<file path="src/rtl/cpu_pkg.sv">
// Shared CPU definitions: memory opcodes and the access-controller state encoding.
package cpu_pkg;

    localparam logic [3:0] LDR_OP = 4'b1001;
    localparam logic [3:0] STR_OP = 4'b1010;

    typedef enum logic [1:0] {
        IDLE   = 2'd0,
        ACCESS = 2'd1,
        WAIT   = 2'd2,
        RESP   = 2'd3
    } state_t;

endpackage

</file>
<file path="src/rtl/mem_access_ctrl.sv">
// Load/store memory access controller: one request at a time, bounded wait for
// mem_ack, single-cycle result pulse with a sticky timeout flag.
module mem_access_ctrl
    import cpu_pkg::*;
#(
    parameter int DATA_W  = 32,
    parameter int ADDR_W  = 16,
    parameter int TIMEOUT = 15
) (
    input  logic              clk,
    input  logic              reset_n,
    input  logic              req_valid,
    output logic              req_ready,
    input  logic [3:0]        op_code,
    input  logic [DATA_W-1:0] source_1,
    input  logic [DATA_W-1:0] source_2,
    input  logic [DATA_W-1:0] alu_result,
    input  logic [ADDR_W-1:0] pc_addr,
    output logic              mem_en,
    output logic              mem_we,
    output logic [ADDR_W-1:0] mem_addr,
    output logic [DATA_W-1:0] mem_wdata,
    input  logic [DATA_W-1:0] mem_rdata,
    input  logic              mem_ack,
    output logic [DATA_W-1:0] result,
    output logic              result_valid,
    output logic              err
);

    localparam int CNT_W = $clog2(TIMEOUT + 1);
    localparam logic [CNT_W-1:0] CNT_MAX = CNT_W'(TIMEOUT);

    state_t              r_state;
    logic [3:0]          r_op;
    logic [ADDR_W-1:0]   r_addr;
    logic [DATA_W-1:0]   r_src2;
    logic [DATA_W-1:0]   r_result;
    logic                r_result_valid;
    logic                r_err;
    logic                r_mem_en;
    logic                r_mem_we;
    logic [CNT_W-1:0]    r_cnt;

    logic [CNT_W-1:0]    w_cnt_next;
    logic                w_is_mem;

    always_comb begin
        w_cnt_next = (r_cnt == CNT_MAX) ? r_cnt : r_cnt + CNT_W'(1);
        w_is_mem   = (op_code == LDR_OP) || (op_code == STR_OP);
    end

    // Ready and the idle address follow reset_n directly so both are correct during reset.
    assign req_ready    = reset_n && (r_state == IDLE);
    assign mem_addr     = (!reset_n || r_state == IDLE) ? pc_addr : r_addr;
    assign mem_en       = r_mem_en;
    assign mem_we       = r_mem_we;
    assign mem_wdata    = r_src2;
    assign result       = r_result;
    assign result_valid = r_result_valid;
    assign err          = r_err;

    always_ff @(posedge clk) begin
        if (!reset_n) begin
            r_state        <= IDLE;
            r_op           <= '0;
            r_addr         <= '0;
            r_src2         <= '0;
            r_result       <= '0;
            r_result_valid <= 1'b0;
            r_err          <= 1'b0;
            r_mem_en       <= 1'b0;
            r_mem_we       <= 1'b0;
            r_cnt          <= '0;
        end else begin
            case (r_state)
                IDLE: begin
                    if (req_valid) begin
                        r_op   <= op_code;
                        r_addr <= source_1[ADDR_W-1:0];
                        r_src2 <= source_2;
                        r_err  <= 1'b0;
                        r_cnt  <= '0;
                        if (w_is_mem) begin
                            r_mem_en <= 1'b1;
                            r_mem_we <= (op_code == STR_OP);
                            r_state  <= ACCESS;
                        end else begin
                            r_result       <= alu_result;
                            r_result_valid <= 1'b1;
                            r_state        <= RESP;
                        end
                    end
                end
                // ACCESS and WAIT share completion; they differ only in how a missing ack is handled.
                ACCESS, WAIT: begin
                    if (mem_ack) begin
                        r_result       <= (r_op == LDR_OP) ? mem_rdata : r_src2;
                        r_result_valid <= 1'b1;
                        r_mem_en       <= 1'b0;
                        r_mem_we       <= 1'b0;
                        r_state        <= RESP;
                    end else if (r_state == ACCESS) begin
                        r_state <= WAIT;
                    end else begin
                        r_cnt <= w_cnt_next;
                        if (w_cnt_next == CNT_MAX) begin
                            r_result       <= '0;
                            r_result_valid <= 1'b1;
                            r_err          <= 1'b1;
                            r_mem_en       <= 1'b0;
                            r_mem_we       <= 1'b0;
                            r_state        <= RESP;
                        end
                    end
                end
                RESP: begin
                    r_result_valid <= 1'b0;
                    r_state        <= IDLE;
                end
                default: r_state <= IDLE;
            endcase
        end
    end

endmodule

</file>
<file path="config.mk">
export PLATFORM = sky130hd
export DESIGN_NAME = mem_access_ctrl
export DESIGN_NICKNAME = d
export VERILOG_FILES = /design/src/rtl/cpu_pkg.sv /design/src/rtl/mem_access_ctrl.sv
export SDC_FILE = /design/constraint.sdc
export NUM_CORES = 1
export LEC_CHECK = 0
export ABC_AREA = 1
export CAP_MARGIN = 20
export CORE_MARGIN = 2
export CORE_UTILIZATION = 43
export CTS_CLUSTER_DIAMETER = 100
export DETAILED_ROUTE_END_ITERATION = 6
export PLACE_DENSITY = 0.93
export SETUP_SLACK_MARGIN = 0.2
export SYNTH_ARGS = -nofsm -noshare
export SYNTH_HDL_FRONTEND = slang
export SYNTH_SLANG_ARGS = --single-unit
</file>
<file path="constraint.sdc">
create_clock -name clk -period 5.4 [get_ports clk]
set_input_delay 1.35 -clock clk [delete_from_list [all_inputs] [get_ports clk]]
set_output_delay 1.35 -clock clk [all_outputs]
set_load 0.03 [all_outputs]
</file>
==> impl_results.html, run 1 <==
<table>
<tr><th>Metric</th><th>Value</th></tr>
<tr><th colspan="2">Status</th></tr>
<tr><td>Outcome</td><td>finished, final reports clean</td></tr>
<tr><th colspan="2">Clock network</th></tr>
<tr><td>PostCTS Resize Cnt</td><td>0</td></tr>
<tr><td>Number of buffers added for setup after CTS</td><td>0</td></tr>
<tr><td>Number of CTS-inserted buffers</td><td>9</td></tr>
<tr><td>Clock tree root buffer cell</td><td>clkbuf_8</td></tr>
<tr><td>Clock tree from TritonCTS</td><td>yes</td></tr>
<tr><td>Worst-Skew Late Latency</td><td>roughly 340 ps</td></tr>
<tr><td>Number of buffers inserted by hold repair at cts</td><td>0</td></tr>
<tr><td>Maximum root-to-sink buffer count</td><td>2</td></tr>
<tr><td>CTS H-tree lvls</td><td>3</td></tr>
<tr><td>Number of clock sinks seen by CTS</td><td>between 90 and 100</td></tr>
<tr><td>Clock transition at the register clock pins on the worst setup and hold paths after CTS</td><td>roughly 80 ps</td></tr>
<tr><th colspan="2">Critical path</th></tr>
<tr><td>Capturing point of the worst reg2reg path</td><td>result[15]$_SDFFE_PN0P_</td></tr>
<tr><td>Setup slack of the most critical reg-to-reg path</td><td>roughly 2300 ps</td></tr>
<tr><td>Logic depth of the worst register-to-register path</td><td>8</td></tr>
<tr><td>Type of the setup path with the least slack</td><td>in2out</td></tr>
<tr><td>Peak fanout along the critical path</td><td>16</td></tr>
<tr><td>Critical Path Start Type</td><td>primary input</td></tr>
<tr><td>Source of the worst register-to-register timing path</td><td>r_state[0]$_SDFFE_PN0P_</td></tr>
<tr><td>Category of the worst setup path capture point</td><td>primary output</td></tr>
<tr><td>Critical Path Start</td><td>reset_n</td></tr>
<tr><td>CP Data Arrival Time</td><td>about 3000 ps</td></tr>
<tr><td>Data required time of the critical path</td><td>between 4000 and 5000 ps</td></tr>
<tr><td>Capturing element of the worst setup path</td><td>mem_addr[4]</td></tr>
<tr><th colspan="2">Synth</th></tr>
<tr><td>Area fraction in compound gates after synthesis</td><td>0.1573</td></tr>
<tr><td>Mean area per synthesized cell</td><td>~6.6 um2</td></tr>
<tr><td>Unique masters post-synth</td><td>23</td></tr>
<tr><td>Fraction of synthesized cell area in xor and xnor cells</td><td>0</td></tr>
<tr><td>Synth Warn #</td><td>0</td></tr>
<tr><td>Mapped Cells</td><td>698</td></tr>
<tr><td>Multiplexer share of the synthesized area</td><td>0.03933</td></tr>
<tr><td>Area share of the leading cell type in the synthesized netlist</td><td>0.4108</td></tr>
<tr><td>Post-synthesis register bit count</td><td>94</td></tr>
<tr><td>Total standard cell area after synthesis</td><td>~4600 um2</td></tr>
<tr><td>Leading post-synthesis cells by cell area</td><td>dfxtp_1, nor2_1, o21ai_0</td></tr>
<tr><td>Basic-gate share of the synthesized area counting and, or, nand and nor cells</td><td>0.2879</td></tr>
<tr><td>Syn_nets</td><td>854</td></tr>
<tr><td>Main combinational cell family by area after synthesis</td><td>simple AND/OR/NAND/NOR gates</td></tr>
<tr><td>Proportion of synthesized chip area in sequential cells</td><td>0.4108</td></tr>
<tr><td>Biggest area consumer among synthesized cells</td><td>dfxtp_1</td></tr>
<tr><td>Adder-Cell Fraction of Synth Area</td><td>0.01093</td></tr>
<tr><th colspan="2">Floorplan</th></tr>
<tr><td>Placeable core region</td><td>10320 um2</td></tr>
<tr><td>Die Span Y</td><td>approximately 110 um</td></tr>
<tr><td>Number of standard-cell rows in the floorplan</td><td>37</td></tr>
<tr><td>Die Footprint</td><td>11490 um2</td></tr>
<tr><td>Number of top-level pins</td><td>between 200 and 250</td></tr>
<tr><td>Width of the die</td><td>approximately 110 um</td></tr>
<tr><td>Effective utilization at floorplan</td><td>0.4437</td></tr>
<tr><th colspan="2">Detailed routing</th></tr>
<tr><td>Detailed Route WL</td><td>~14000 um</td></tr>
<tr><td>Antenna viol nets, final</td><td>0</td></tr>
<tr><td>Vias per inst</td><td>4.923</td></tr>
<tr><td>TritonRoute pass-1 iters</td><td>5</td></tr>
<tr><td>WL per Instance</td><td>between 10 and 15 um</td></tr>
<tr><td>1st-iter DRT viols</td><td>about 260</td></tr>
<tr><td>Number of vias after detailed routing</td><td>about 5000</td></tr>
<tr><td>Total DRC errors in the routed layout</td><td>0</td></tr>
<tr><th colspan="2">Pwr</th></tr>
<tr><td>Net switching power of the design</td><td>between 0.0015 and 0.002 W</td></tr>
<tr><td>Combinational group share of total power</td><td>0.587</td></tr>
<tr><td>P_int</td><td>roughly 0.0021 W</td></tr>
<tr><td>Switching share of total power</td><td>0.4631</td></tr>
<tr><td>Worst voltage drop across the vdd grid</td><td>280.5 uV</td></tr>
<tr><td>Part of the power in the clock network</td><td>0.133</td></tr>
<tr><td>Part of the power in registers</td><td>0.280</td></tr>
<tr><td>P per Cell Area</td><td>551.5 nW/um2</td></tr>
<tr><td>Static Leakage</td><td>2.951 nW</td></tr>
<tr><th colspan="2">GRT</th></tr>
<tr><td>Largest net degree at the start of global routing</td><td>88</td></tr>
<tr><td>Global-route wire length before repair</td><td>around 22000 um</td></tr>
<tr><td>Total Routing Usage GR</td><td>0.2430</td></tr>
<tr><td>Number of global-route vias before repair</td><td>roughly 4700</td></tr>
<tr><td>Antenna violations before repair</td><td>0</td></tr>
<tr><td>Global route overflow</td><td>0</td></tr>
<tr><th colspan="2">STA</th></tr>
<tr><td>Max_slew headroom</td><td>0.3138</td></tr>
<tr><td>Setup violators final</td><td>0</td></tr>
<tr><td>Clock tree skew after final layout</td><td>~13 ps</td></tr>
<tr><td>Clock period minus final worst setup slack</td><td>around 4300 ps</td></tr>
<tr><td>Final hold violation count</td><td>0</td></tr>
<tr><td>Final count of pins violating max slew</td><td>0</td></tr>
<tr><td>Slack of the critical path</td><td>around 1100 ps</td></tr>
<tr><td>Summed negative setup slack over all endpoints</td><td>0 ps</td></tr>
<tr><td>Actual slew at the worst max-slew pin</td><td>1028 ps</td></tr>
<tr><td>RSZ-0062 raised after global routing</td><td>false</td></tr>
<tr><td>Worst Hold Slack</td><td>between 400 and 500 ps</td></tr>
<tr><td>Achievable clock frequency</td><td>roughly 230 MHz</td></tr>
<tr><td>Part of the cycle the worst path needs</td><td>0.8035</td></tr>
<tr><th colspan="2">Finish</th></tr>
<tr><td>Number of antenna repair diodes</td><td>0</td></tr>
<tr><td>Share of layout cells above drive strength 1</td><td>0.04783</td></tr>
<tr><td>Post-layout util</td><td>0.6810</td></tr>
<tr><td>Area taken by multi-input logic gates</td><td>approximately 2300 um2</td></tr>
<tr><td>Area taken by flip-flops and latches</td><td>~1900 um2</td></tr>
<tr><td>Fill cell count</td><td>approximately 860</td></tr>
<tr><td>Signed area change from the synthesized netlist to the final layout</td><td>53.48%</td></tr>
<tr><td>Final layout net count</td><td>1050</td></tr>
<tr><th colspan="2">Placement</th></tr>
<tr><td>Number of port buffers</td><td>220</td></tr>
<tr><td>Gpl congestion</td><td>between 0.8 and 0.9</td></tr>
<tr><td>Worst setup slack after placement</td><td>1050 ps</td></tr>
<tr><td>Detailed-placement wirelength estimate</td><td>9952 um</td></tr>
<tr><th colspan="2">Flow run</th></tr>
<tr><td>Max Cap Viol</td><td>0</td></tr>
<tr><th colspan="2">Hold path</th></tr>
<tr><td>Hold WC Path Type</td><td>reg2reg</td></tr>
<tr><td>Startpoint of the lowest-slack hold path</td><td>mem_we$_SDFFE_PN0P_</td></tr>
</table>
==> per-layer routing <==
layer / global-route usage / part of all wire / vias up
li1: - / - / 2583
met1: 0.2854 / 0.40 / 2287
met2: 0.4354 / 0.50 / 199
met3: 0.05957 / 0.078 / 26
met4: 0.07143 / 0.021 / 0
met5: 0 / 0 / -
==> placed cells by master, fill, tap and decap left out <==
master / n
buf_8: 1
clkinv_1: 1
nand4_4: 1
clkinvlp_4: 1
inv_2: 1
a32oi_1: 3
nand2_2: 2
clkbuf_1: 3
a21oi_1: 19
buf_4: 4
nor2_1: 193
inv_1: 64
buf_2: 1
bufinv_16: 2
mux2_2: 16
clkbuf_8: 10
dfxtp_1: 94
clkdlybuf4s50_1: 219
nand3_2: 1
nand4_1: 5
o21ai_2: 1
ha_1: 4
or2_2: 2
nand2_1: 125
nor3_1: 1
o21ai_0: 118
nand3_1: 7
==> kinds of logic after synthesis <==
logic type	count (synthesis)
DFF	94
buffers and inverters	106
AOI/OAI and AO/OA	141
and+or+nand+nor	337
muxes	16
adders and majority gates	4
==> worst min path at each step <==
stage	end	depth (start not counted)
detailed placement	mem_we$_SDFFE_PN0P_	2
finish	mem_we$_SDFFE_PN0P_	2
floorplan	r_addr[0]$_SDFFE_PN0P_	2
global placement	mem_wdata[12]$_SDFFE_PN0P_	2
CTS	mem_we$_SDFFE_PN0P_	2
global route	mem_we$_SDFFE_PN0P_	2
==> layout make-up <==
type,instances,area share
repair buffers,225,0.3189
multi-input cells,498,0.3232
flip-flops and latches,94,0.2677
inverters,66,0.03524
well taps,136,0.02420
clock inverters,3,0.009610
clock buffers,13,0.02118
==> cell usage after synthesis <==
cell      count
nand4_4       1
nor2_1      193
o21ai_2       1
clkinv_1      1
o21ai_0     118
dfxtp_1      94
ha_1          4
nand3_2       1
inv_1        64
inv_2         1
nor3_1        1
buf_6         3
a32oi_1       3
nand2_2       1
a21oi_1      19
nand3_1       7
nand4_1       5
mux2_2       16
buf_4         1
nand2_1     126
or2_2         2
buf_2         4
clkbuf_1     32
==> state kept, by name, indices dropped and copies added (netlist names) <==
signal / count
r_state: 2
mem_wdata: 32
mem_we: 1
err: 1
r_cnt: 4
result_valid: 1
mem_en: 1
result: 32
r_op: 4
r_addr: 16
==> worst max-delay path: stages <==
cell and delay, ps:
buf_2 130, nand2_1 490, mux2_2 400, clkdlybuf4s50_1 620
==> power by group through the flow <==
stage	clock network (W)	logic [W]	registers, W
floorplan	0	0.00112	0.00147
global placement	0	0.00223	0.00109
detailed placement	0	0.00227	0.00110
CTS	0.000523	0.00228	0.00108
global route	0.000558	0.00251	0.00111
finish	0.000515	0.00228	0.00108
==> stage by stage <==
step | std cells | power [W] | cell area [um2]
after global placement | 1018 | 0.003318 | 6799
after detailed placement | 1018 | 0.003368 | 6799
after global routing | 1035 | 0.004178 | 7030
final | 1035 | 0.003877 | 7030
after floorplan | 698 | 0.002583 | 4581
after CTS | 1034 | 0.003888 | 7015
Power figures use the tool's default switching activity.
==> run 2: changes to the inputs <==
--- a/config.mk
+++ b/config.mk
@@ -8,10 +8,10 @@
 export ABC_AREA = 1
 export CAP_MARGIN = 20
 export CORE_MARGIN = 2
-export CORE_UTILIZATION = 43
+export CORE_UTILIZATION = 36
 export CTS_CLUSTER_DIAMETER = 100
 export DETAILED_ROUTE_END_ITERATION = 6
-export PLACE_DENSITY = 0.93
+export PLACE_DENSITY = 0.84
 export SETUP_SLACK_MARGIN = 0.2
 export SYNTH_ARGS = -nofsm -noshare
 export SYNTH_HDL_FRONTEND = slang
==> constraint.sdc (replaced) <==
create_clock -name clk -period 3.7 [get_ports clk]
set_input_delay 0.925 -clock clk [delete_from_list [all_inputs] [get_ports clk]]
set_output_delay 0.925 -clock clk [all_outputs]
set_load 0.03 [all_outputs]
==> impl_results.html, run 2 (synthesis results as in run 1) <==
<table>
<tr><th>Metric</th><th>Value</th></tr>
<tr><th colspan="2">Status</th></tr>
<tr><td>Outcome</td><td>finished, final reports clean</td></tr>
<tr><th colspan="2">Detailed routing</th></tr>
<tr><td>1st-iter DRT viols</td><td>331 (+29%)</td></tr>
<tr><td>Total DRC errors in the routed layout</td><td>0 (unchanged)</td></tr>
<tr><td>Vias per inst</td><td>4.669 (-5.1%)</td></tr>
<tr><td>WL per Instance</td><td>13.49 um (-2.1%)</td></tr>
<tr><td>Number of vias after detailed routing</td><td>5029 (-1.3%)</td></tr>
<tr><td>TritonRoute pass-1 iters</td><td>4 (-1)</td></tr>
<tr><td>Antenna viol nets, final</td><td>0 (unchanged)</td></tr>
<tr><td>Detailed Route WL</td><td>14530 um (+1.8%)</td></tr>
<tr><th colspan="2">STA</th></tr>
<tr><td>Clock tree skew after final layout</td><td>8.891 ps (-3.715 ps)</td></tr>
<tr><td>Setup violators final</td><td>0 (unchanged)</td></tr>
<tr><td>Summed negative setup slack over all endpoints</td><td>0 ps (unchanged)</td></tr>
<tr><td>Actual slew at the worst max-slew pin</td><td>971.8 ps (-56.27 ps)</td></tr>
<tr><td>Worst Hold Slack</td><td>462.8 ps (-0.5340 ps)</td></tr>
<tr><td>Final hold violation count</td><td>0 (unchanged)</td></tr>
<tr><td>Clock period minus final worst setup slack</td><td>just under 3000 ps</td></tr>
<tr><td>Max_slew headroom</td><td>0.3509 (+0.03702)</td></tr>
<tr><td>RSZ-0062 raised after global routing</td><td>false</td></tr>
<tr><td>Achievable clock frequency</td><td>roughly 340 MHz</td></tr>
<tr><td>Final count of pins violating max slew</td><td>0 (unchanged)</td></tr>
<tr><td>Part of the cycle the worst path needs</td><td>0.7865</td></tr>
<tr><th colspan="2">Finish</th></tr>
<tr><td>Fill cell count</td><td>1184 (+38%)</td></tr>
<tr><td>Share of layout cells above drive strength 1</td><td>0.07514 (+0.02731)</td></tr>
<tr><td>Highest-count cells in the layout ignoring fill and taps</td><td>clkdlybuf4s50_1, nor2_1, nand2_1</td></tr>
<tr><td>Final layout net count</td><td>1056 (+0.57%)</td></tr>
<tr><td>Area taken by flip-flops and latches</td><td>1882 um2 (unchanged)</td></tr>
<tr><td>Count of non-filler cells in the finished layout</td><td>1077 (+4.1%)</td></tr>
<tr><td>Number of antenna repair diodes</td><td>0 (unchanged)</td></tr>
<tr><td>Post-layout util</td><td>0.5744 (-0.1066)</td></tr>
<tr><td>Signed area change from the synthesized netlist to the final layout</td><td>56.95%</td></tr>
<tr><td>Finished Cell Area</td><td>7189 um2 (+2.3%)</td></tr>
<tr><td>Leading cell type in the layout, fill and taps excluded</td><td>clkdlybuf4s50_1</td></tr>
<tr><td>Area taken by multi-input logic gates</td><td>2272 um2 (unchanged)</td></tr>
<tr><th colspan="2">GRT</th></tr>
<tr><td>Total Routing Usage GR</td><td>0.2064 (-0.03665)</td></tr>
<tr><td>Global route overflow</td><td>0 (unchanged)</td></tr>
<tr><td>Global-route wire length before repair</td><td>22000 um (-1.9%)</td></tr>
<tr><td>Number of global-route vias before repair</td><td>4545 (-3.9%)</td></tr>
<tr><td>Largest net degree at the start of global routing</td><td>65 (-26%)</td></tr>
<tr><td>Antenna violations before repair</td><td>0 (unchanged)</td></tr>
<tr><th colspan="2">Critical path</th></tr>
<tr><td>Data required time of the critical path</td><td>2770 ps (-1280 ps)</td></tr>
<tr><td>CP bufs+invs</td><td>4 (+2)</td></tr>
<tr><td>Worst-path cell with the longest stage delay</td><td>mux2_2</td></tr>
<tr><td>Crit-path max cell delay</td><td>410 ps (-210 ps)</td></tr>
<tr><td>Peak fanout along the critical path</td><td>16 (unchanged)</td></tr>
<tr><td>Category of the worst setup path capture point</td><td>primary output</td></tr>
<tr><td>Crit-path most repeated cell</td><td>inv_1</td></tr>
<tr><td>CP cell instances</td><td>inv_1 &gt; ha_1 &gt; inv_1 &gt; nand2_1 &gt; buf_4 &gt; mux2_2 &gt; buf_12</td></tr>
<tr><td>Critical Path Start Type</td><td>flop</td></tr>
<tr><td>Largest delay contributor family on the critical path</td><td>buffers and inverters</td></tr>
<tr><td>CP Data Arrival Time</td><td>1990 ps (-1000 ps)</td></tr>
<tr><td>Type of the setup path with the least slack</td><td>reg2out</td></tr>
<tr><th colspan="2">Clock network</th></tr>
<tr><td>PostCTS Resize Cnt</td><td>0 (unchanged)</td></tr>
<tr><td>Worst-Skew Late Latency</td><td>350 ps (about the same)</td></tr>
<tr><td>Clock transition at the register clock pins on the worst setup and hold paths after CTS</td><td>60 ps (-20 ps)</td></tr>
<tr><td>Clock tree from TritonCTS</td><td>yes</td></tr>
<tr><td>Clock tree root buffer cell</td><td>clkbuf_16</td></tr>
<tr><td>Number of CTS-inserted buffers</td><td>9 (unchanged)</td></tr>
<tr><td>CTS H-tree lvls</td><td>3 (unchanged)</td></tr>
<tr><td>Number of buffers inserted by hold repair at cts</td><td>0 (unchanged)</td></tr>
<tr><td>Number of buffers added for setup after CTS</td><td>0 (unchanged)</td></tr>
<tr><td>Number of clock sinks seen by CTS</td><td>94 (unchanged)</td></tr>
<tr><td>Maximum root-to-sink buffer count</td><td>2 (unchanged)</td></tr>
<tr><th colspan="2">Floorplan</th></tr>
<tr><td>Placeable core region</td><td>12520 um2 (+21%)</td></tr>
<tr><td>Die Span Y</td><td>116.8 um (+8.9%)</td></tr>
<tr><td>Effective utilization at floorplan</td><td>0.3660 (-0.07775)</td></tr>
<tr><td>Width of the die</td><td>116.8 um (+8.9%)</td></tr>
<tr><td>Number of top-level pins</td><td>237 (unchanged)</td></tr>
<tr><td>Number of standard-cell rows in the floorplan</td><td>41 (+11%)</td></tr>
<tr><td>Die Footprint</td><td>13640 um2 (+19%)</td></tr>
<tr><th colspan="2">Placement</th></tr>
<tr><td>Gpl congestion</td><td>0.8339 (-1.2%)</td></tr>
<tr><td>Placed Cells incl. Taps</td><td>1061 (+4.2%)</td></tr>
<tr><td>Post-DP Area</td><td>6869 um2 (+1.0%)</td></tr>
<tr><td>Number of port buffers</td><td>220 (unchanged)</td></tr>
<tr><td>Detailed-placement wirelength estimate</td><td>9943 um (about the same)</td></tr>
<tr><th colspan="2">Hold path</th></tr>
<tr><td>Hold WC Path Type</td><td>reg2reg</td></tr>
<tr><th colspan="2">Pwr</th></tr>
<tr><td>Worst voltage drop across the vdd grid</td><td>396.9 uV (+41%)</td></tr>
<tr><td>P per Cell Area</td><td>823.4 nW/um2 (+49%)</td></tr>
<tr><td>Static Leakage</td><td>3.058 nW (+3.6%)</td></tr>
<tr><th colspan="2">Flow run</th></tr>
<tr><td>Max Cap Viol</td><td>0 (unchanged)</td></tr>
</table>
run 2: final timing paths:
path,from,cells past startpoint,slack [ps],to
min,mem_wdata[1]$_SDFFE_PN0P_,2,460,mem_wdata[1]$_SDFFE_PN0P_
min reg2reg,mem_wdata[1]$_SDFFE_PN0P_,2,460,mem_wdata[1]$_SDFFE_PN0P_
max,r_state[0]$_SDFFE_PN0P_,7,790,mem_addr[0]
max reg2reg,r_cnt[0]$_SDFFE_PN0P_,10,990,result[5]$_SDFFE_PN0P_
run 2: report_power, final:
part | internal [W] | total, W | switching, W
clock | 0.000596 | 0.000988 | 0.000392
combinational | 0.00128 | 0.00334 | 0.00207
sequential | 0.00138 | 0.00159 | 0.000212
total | 0.00325 | 0.00592 | 0.00267
run 2: metal layers:
metal  up-vias  part of all wire  GRT usage
li1       2595                 -          -
met1      2225              0.43     0.2510
met2       180              0.47     0.3387
met3        29             0.073    0.05407
met4         0             0.030     0.1027
met5         -                 0          0
run 2: area by class of cell:
cell class	count	share of cell area
Sequential cell	94	0.2617
Clock inverter	3	0.005569
Tap cell	172	0.02993
Multi-Input combinational cell	498	0.3160
Timing Repair Buffer	231	0.3133
Clock buffer	13	0.03898
Inverter	66	0.03446
run 2: metrics by stage:
stage                     total power [W]  setup WS [ps]
after floorplan                  0.003770          829.2
after global placement           0.004894          586.1
after detailed placement         0.004950          551.2
after CTS                        0.005962          758.9
after global routing             0.006367          672.0
final                            0.005920          790.0
run 2: tightest hold or removal path, cell delays in order, from the launching register on:
cell and delay (ps):
dfxtp_1 320, inv_1 50, a21oi_1 50
